--- src/rtl/traffic_conflict_monitor.sv ---
`default_nettype none
// ============================================================================
// Module  : traffic_conflict_monitor
// Brief   : Safety stage behind the 4-way light sequencer; passes lamp codes
//           through and forces flashing red on any illegal or unsafe pattern.
// Rev     : 1.0  initial release
// ============================================================================
module traffic_conflict_monitor #(
  parameter int MIN_YEL    = 4,
  parameter int MAX_GRN    = 16,
  parameter int FLASH_HALF = 4
) (
  input  logic       clk,
  input  logic       rst_n,
  input  logic [2:0] north_i,
  input  logic [2:0] south_i,
  input  logic [2:0] east_i,
  input  logic [2:0] west_i,
  input  logic       fault_clr_i,
  output logic [2:0] north_o,
  output logic [2:0] south_o,
  output logic [2:0] east_o,
  output logic [2:0] west_o,
  output logic       fault_o,
  output logic [2:0] fault_code_o,
  output logic       flash_on_o
);

  localparam int DW  = $clog2(MAX_GRN + 2);
  localparam int FCW = $clog2(FLASH_HALF + 1);

  localparam logic [2:0]     c_RED        = 3'b100;
  localparam logic [2:0]     c_YEL        = 3'b010;
  localparam logic [2:0]     c_GRN        = 3'b001;
  localparam logic [2:0]     c_OFF        = 3'b000;
  localparam logic [DW-1:0]  c_DWELL_SAT  = DW'(MAX_GRN + 1);
  localparam logic [DW-1:0]  c_DWELL_ONE  = DW'(1);
  localparam logic [DW-1:0]  c_MIN_YEL    = DW'(MIN_YEL);
  localparam logic [DW-1:0]  c_MAX_GRN    = DW'(MAX_GRN);
  localparam logic [FCW-1:0] c_FLASH_LAST = FCW'(FLASH_HALF - 1);
  localparam logic [FCW-1:0] c_FCNT_ONE   = FCW'(1);

  typedef enum logic [1:0] {
    ST_MONITOR = 2'd0,
    ST_FAULT   = 2'd1,
    ST_RESYNC  = 2'd2
  } state_e;

  state_e         state_q, state_d;
  logic [2:0]     out_q   [4];
  logic [2:0]     out_d   [4];
  logic [2:0]     prev_q  [4];
  logic [2:0]     prev_d  [4];
  logic [DW-1:0]  dwell_q [4];
  logic [DW-1:0]  dwell_d [4];
  logic           fault_q, fault_d;
  logic           flash_q, flash_d;
  logic [2:0]     code_q, code_d;
  logic [FCW-1:0] fcnt_q, fcnt_d;

  logic [2:0]     w_in        [4];
  logic [DW-1:0]  w_dwell_inc [4];
  logic           w_invalid, w_conflict, w_badtr, w_short, w_long, w_exit;
  logic [2:0]     w_nonred_cnt, w_red_cnt, w_launch_cnt, w_code;

  assign w_in[0] = north_i;
  assign w_in[1] = south_i;
  assign w_in[2] = east_i;
  assign w_in[3] = west_i;

  // Per-approach violation detection and resync-exit qualification.
  always_comb begin
    w_invalid    = 1'b0;
    w_badtr      = 1'b0;
    w_short      = 1'b0;
    w_long       = 1'b0;
    w_nonred_cnt = 3'd0;
    w_red_cnt    = 3'd0;
    w_launch_cnt = 3'd0;
    for (int i = 0; i < 4; i++) begin
      w_dwell_inc[i] = c_DWELL_ONE;
      if (w_in[i] == prev_q[i])
        w_dwell_inc[i] = (dwell_q[i] == c_DWELL_SAT) ? c_DWELL_SAT : dwell_q[i] + c_DWELL_ONE;
      if (w_in[i] != c_RED && w_in[i] != c_YEL && w_in[i] != c_GRN)
        w_invalid = 1'b1;
      if (w_in[i] != c_RED)
        w_nonred_cnt = w_nonred_cnt + 3'd1;
      else
        w_red_cnt = w_red_cnt + 3'd1;
      if ((prev_q[i] == c_GRN && w_in[i] == c_RED) ||
          (prev_q[i] == c_RED && w_in[i] == c_YEL) ||
          (prev_q[i] == c_YEL && w_in[i] == c_GRN))
        w_badtr = 1'b1;
      if (prev_q[i] == c_YEL && w_in[i] == c_RED && dwell_q[i] < c_MIN_YEL)
        w_short = 1'b1;
      // This sample would be green dwell number dwell_q+1.
      if (prev_q[i] == c_GRN && w_in[i] == c_GRN && dwell_q[i] >= c_MAX_GRN)
        w_long = 1'b1;
      if (prev_q[i] == c_RED && w_in[i] == c_GRN)
        w_launch_cnt = w_launch_cnt + 3'd1;
    end
    w_conflict = (w_nonred_cnt > 3'd1);
    w_exit     = (w_launch_cnt == 3'd1) && (w_red_cnt == 3'd3);
    if (w_invalid)       w_code = 3'd1;
    else if (w_conflict) w_code = 3'd2;
    else if (w_badtr)    w_code = 3'd3;
    else if (w_short)    w_code = 3'd4;
    else if (w_long)     w_code = 3'd5;
    else                 w_code = 3'd0;
  end

  always_comb begin
    state_d = state_q;
    fault_d = fault_q;
    code_d  = code_q;
    flash_d = flash_q;
    fcnt_d  = fcnt_q;
    for (int i = 0; i < 4; i++) begin
      out_d[i]   = out_q[i];
      prev_d[i]  = w_in[i];
      dwell_d[i] = dwell_q[i];
    end
    case (state_q)
      ST_MONITOR: begin
        if (w_code != 3'd0) begin
          state_d = ST_FAULT;
          fault_d = 1'b1;
          code_d  = w_code;
          flash_d = 1'b1;
          fcnt_d  = '0;
          for (int i = 0; i < 4; i++) out_d[i] = c_RED;
        end else begin
          for (int i = 0; i < 4; i++) begin
            out_d[i]   = w_in[i];
            dwell_d[i] = w_dwell_inc[i];
          end
        end
      end
      ST_FAULT: begin
        if (fault_clr_i) begin
          state_d = ST_RESYNC;
          flash_d = 1'b0;
          fcnt_d  = '0;
          for (int i = 0; i < 4; i++) out_d[i] = c_RED;
        end else begin
          if (fcnt_q == c_FLASH_LAST) begin
            flash_d = ~flash_q;
            fcnt_d  = '0;
          end else begin
            fcnt_d  = fcnt_q + c_FCNT_ONE;
          end
          for (int i = 0; i < 4; i++) out_d[i] = flash_d ? c_RED : c_OFF;
        end
      end
      ST_RESYNC: begin
        for (int i = 0; i < 4; i++) out_d[i] = c_RED;
        if (w_exit) begin
          state_d = ST_MONITOR;
          fault_d = 1'b0;
          code_d  = 3'd0;
          for (int i = 0; i < 4; i++) begin
            out_d[i]   = w_in[i];
            dwell_d[i] = c_DWELL_ONE;
          end
        end
      end
      default: state_d = ST_MONITOR;
    endcase
  end

  always_ff @(posedge clk or negedge rst_n) begin
    if (!rst_n) begin
      state_q <= ST_MONITOR;
      fault_q <= 1'b0;
      code_q  <= 3'd0;
      flash_q <= 1'b0;
      fcnt_q  <= '0;
      for (int i = 0; i < 4; i++) begin
        out_q[i]   <= c_RED;
        prev_q[i]  <= c_RED;
        dwell_q[i] <= '0;
      end
    end else begin
      state_q <= state_d;
      fault_q <= fault_d;
      code_q  <= code_d;
      flash_q <= flash_d;
      fcnt_q  <= fcnt_d;
      for (int i = 0; i < 4; i++) begin
        out_q[i]   <= out_d[i];
        prev_q[i]  <= prev_d[i];
        dwell_q[i] <= dwell_d[i];
      end
    end
  end

  assign north_o      = out_q[0];
  assign south_o      = out_q[1];
  assign east_o       = out_q[2];
  assign west_o       = out_q[3];
  assign fault_o      = fault_q;
  assign fault_code_o = code_q;
  assign flash_on_o   = flash_q;

endmodule
`default_nettype wire

--- config.mk ---
export PLATFORM = sky130hd
export DESIGN_NAME = traffic_conflict_monitor
export DESIGN_NICKNAME = d
export VERILOG_FILES = /design/src/rtl/traffic_conflict_monitor.sv
export SDC_FILE = /design/constraint.sdc
export NUM_CORES = 1
export LEC_CHECK = 0
export CORE_MARGIN = 2
export CORE_UTILIZATION = 60
export DETAILED_ROUTE_END_ITERATION = 8
export GPL_ROUTABILITY_DRIVEN = 0
export PLACE_DENSITY = 0.92
export REMOVE_ABC_BUFFERS = 1
export SYNTH_ARGS = -nofsm -noshare
export SYNTH_HDL_FRONTEND = slang
export SYNTH_SLANG_ARGS = --single-unit
export TNS_END_PERCENT = 1
--- constraint.sdc ---
create_clock -name clk -period 8.5 [get_ports clk]
set_clock_uncertainty 0.05 [all_clocks]
set_input_delay 0.85 -clock clk [delete_from_list [all_inputs] [get_ports clk]]
set_output_delay 0.85 -clock clk [all_outputs]
set_load 0.02 [all_outputs]
==> impl_metrics.env <==
export IMPL_drt_initial_drc_count=435
export IMPL_worstMarginPinSlew_ns=1.12
export IMPL_fp_dieH_microns=81.5
export IMPL_cts_tree="done"
export IMPL_max_slew_margin_pct=24.6
export IMPL_grt_ovfl_total=0
export IMPL_synth_seq_area_share_pct=37.8
export IMPL_yosysTopAreaCellShare_pct=32.0
export IMPL_synth_top_cells_by_count="dfrtp_1 (46), nor2_1 (26), o21ai_0 (25), nand3_1 (23), o31ai_1 (21)"
export IMPL_synth_edf_count=0
export IMPL_yosysWarnings=0
export IMPL_ios=32
export IMPL_reg2regPathDepth=11
export IMPL_grt_pass1_wl_mm=14.9
export IMPL_post_cts_buffers=0
export IMPL_clkPwrFrac_pct=21.8
export IMPL_grtUsageTotal_pct=29.1
export IMPL_r2r_start="prev_q[7]"
export IMPL_finalWirelength_mm=9.15
export IMPL_grt_max_degree=55
export IMPL_dpl_cell_count=469
export IMPL_cts_sinks=54
export IMPL_synthArstFlopShare_pct=100
export IMPL_hold_path_class="reg -> reg"
export IMPL_finalSetupViolations=0
export IMPL_cts_buffers=5
export IMPL_die_w_microns=81.5
export IMPL_syn2layout_area_growth_pct=12.4
export IMPL_path_class="in -> reg"
export IMPL_cap_violations=0
export IMPL_die_area_sq_mm=0.00664
export IMPL_clock_root_buffer="clkbuf_8"
export IMPL_hold_slack_ns=0.461
export IMPL_start_kind="input pin"
export IMPL_power_density_mw_per_mm2=217
export IMPL_pwr_share_comb_pct=38.0
export IMPL_drc_errors=0
export IMPL_firstDrtPassIters=5
export IMPL_clk_latency_ns=0.33
export IMPL_final_min_clock_period_ns=5.35
export IMPL_outcome="completed"
export IMPL_ys_seq_elements=54
export IMPL_num_rows=28
export IMPL_synth_area_leaders="dfrtp_1 (32%), ha_1 (6.9%), dfstp_2 (5.8%), o31ai_1 (4.4%), xor2_1 (3.6%)"
export IMPL_antenna_found_initial=0
export IMPL_cts_buffer_depth=2
export IMPL_cts_max_level=2
export IMPL_cp_arrival_ns=5.52
export IMPL_power_leakage_nw=1.66
export IMPL_synth_cells=380
export IMPL_fin_crit_sh_pct=63.0
export IMPL_critPathRequiredTime_ns=8.67
export IMPL_holdPathEnd="fault_code_o[1]"
export IMPL_layout_cells_non_filler=477
export IMPL_hold_buffers=0
export IMPL_portBuffers=31
export IMPL_r2r_end="dwell_q[13]"
export IMPL_ys_types=62
export IMPL_drive_gt1_share_pct=9.70
export IMPL_vias=3203
export IMPL_finalHoldViolCount=0
export IMPL_yosys_area_top_type="dfrtp_1"
export IMPL_hp_start="fault_code_o[1]"
export IMPL_cts_resized=0
export IMPL_initial_utilization_pct=61.5
export IMPL_grt_pass1_vias=3127
export IMPL_synthFlopType="dfrtp_1"
export IMPL_p_int_uw=541
export IMPL_ir_drop_v=0.000205
export IMPL_diodes=0
export IMPL_power_frac_seq_pct=40.2
export IMPL_avgSynthCellArea_sq_um=9.48
export IMPL_avgRoutedWirePerCell_microns=19.2
export IMPL_final_antenna_net_count=0
export IMPL_rsz0062_at_grt="false"
export IMPL_rrSetupSlack_ns=3.90
export IMPL_fmax_mhz=187
export IMPL_drt_vias_per_instance=6.71
export IMPL_post_dp_hpwl_mm=6.29
export IMPL_synth_area_sq_mm=0.00360
export IMPL_core_sq_mm=0.00585
export IMPL_end_kind="flop"
export IMPL_clk_pin_slew_ns=0.10
export IMPL_drv_slew=0
export IMPL_switching_share_pct=38.4
export IMPL_p_switching_uw=337
export IMPL_path_max_fanout=21
export IMPL_min_delay_path_depth=1
export IMPL_fin_nets=436
export IMPL_yosysMostFrequentCell="dfrtp_1"
export IMPL_finalSetupTns_ns=0
-- power groups by stage --
stage                     Clock, mW  Sequential [mW]  Combinational (mW)
after floorplan                   0            0.366               0.200
after global placement            0            0.353               0.314
after detailed placement          0            0.357               0.328
after CTS                     0.192            0.352               0.332
after global routing          0.204            0.359               0.367
final                         0.192            0.353               0.334
-- per-stage QoR --
stage	cell area, sq um	util, %	worst slack (ns)	power (mW)
floorplan	3500	-	3.76	0.566
global placement	3930	67.1	3.00	0.667
detailed placement	3930	67.1	2.92	0.686
CTS	4050	69.2	3.18	0.876
global route	4050	69.2	2.83	0.930
finish	4050	69.2	3.15	0.879
-- state kept, by name, indices dropped and copies added, names as in the netlist --
name and flops:
east_o 3, prev_q 12, fault_code_o 3, north_o 3
fault_o 1, south_o 3, flash_on_o 1, west_o 3
dwell_q 20, state_q 2, fcnt_q 3
-- area by class of cell --
class | count | area (sq um)
Multi-Input combinational cell | 288 | 2080
Sequential cell | 54 | 1360
Inverter | 18 | 67.6
Tap cell | 75 | 93.8
Timing Repair Buffer | 34 | 328
Fill cell | 439 | 1800
Clock inverter | 2 | 38.8
Clock buffer | 6 | 82.6
-- kinds of logic after synthesis --
| logic type | Yosys count | share of synthesized area [%] |
|---|---|---|
| xor+xnor | 18 | 4.38 |
| flops | 54 | 37.8 |
| compound gates | 102 | 21.5 |
| fa+ha+maj | 20 | 6.95 |
| simple gates | 146 | 24.3 |
| mux | 2 | 0.556 |
| buf+inv | 38 | 4.55 |
-- layout by cell type (no fill, tap or decap), types with 3 or more instances in the layout --
| cell type | instances |
|---|---|
| a21oi_1 | 9 |
| a22o_1 | 12 |
| a22oi_1 | 3 |
| and3_1 | 3 |
| buf_4 | 3 |
| clkbuf_8 | 6 |
| clkdlybuf4s50_1 | 30 |
| dfrtp_1 | 46 |
| dfstp_2 | 8 |
| ha_1 | 20 |
| inv_1 | 18 |
| nand2_1 | 15 |
| nand2b_1 | 6 |
| nand3_1 | 23 |
| nand4_1 | 3 |
| nand4b_1 | 3 |
| nor2_1 | 26 |
| nor2b_1 | 10 |
| nor3_1 | 5 |
| nor3b_1 | 7 |
| nor4_1 | 4 |
| nor4b_1 | 6 |
| nor4bb_1 | 5 |
| o211ai_1 | 4 |
| o21ai_0 | 25 |
| o2bb2ai_1 | 3 |
| o31ai_1 | 21 |
| or3_1 | 7 |
| or3b_2 | 5 |
| or4_1 | 3 |
| xnor2_1 | 3 |
| xor2_1 | 15 |
-- worst max-delay path, stage by stage --
cell and delay (ns):
clkdlybuf4s50_1 0.67, nor3b_1 0.54, inv_1 0.13, ha_1 0.24, nor4b_1 0.36, a21o_1 0.20, ha_1 0.31, nor2b_1 0.15
and4_1 0.26, nor2_2 0.06, a2111oi_4 0.45, a41oi_1 0.17, buf_4 0.28, or2_1 0.47, a211o_1 0.37
-- metal layers --
| layer | routed length [microns] | share of wire, % | GRT usage (%) |
|---|---|---|---|
| met1 | 3830 | 42 | 38.5 |
| met3 | 615 | 6.7 | 4.62 |
| met2 | 4480 | 49 | 47.9 |
| met4 | 226 | 2.5 | 11.4 |
| met5 | 0 | 0 | 0 |
-- how the worst max path moves through the flow --
stage	start	endpoint	slack (ns)	depth (start not counted)
2_1_floorplan	south_i[1]	dwell_q[13]	3.76	10
3_3_place_gp	south_i[0]	dwell_q[13]	3.00	12
3_5_place_dp	south_i[0]	dwell_q[13]	2.92	12
4_1_cts	south_i[2]	dwell_q[11]	3.18	15
5_1_grt	south_i[2]	dwell_q[2]	2.83	15
6_report	south_i[2]	dwell_q[13]	3.15	15
No activity file was read; power rests on OpenSTA's default activity.
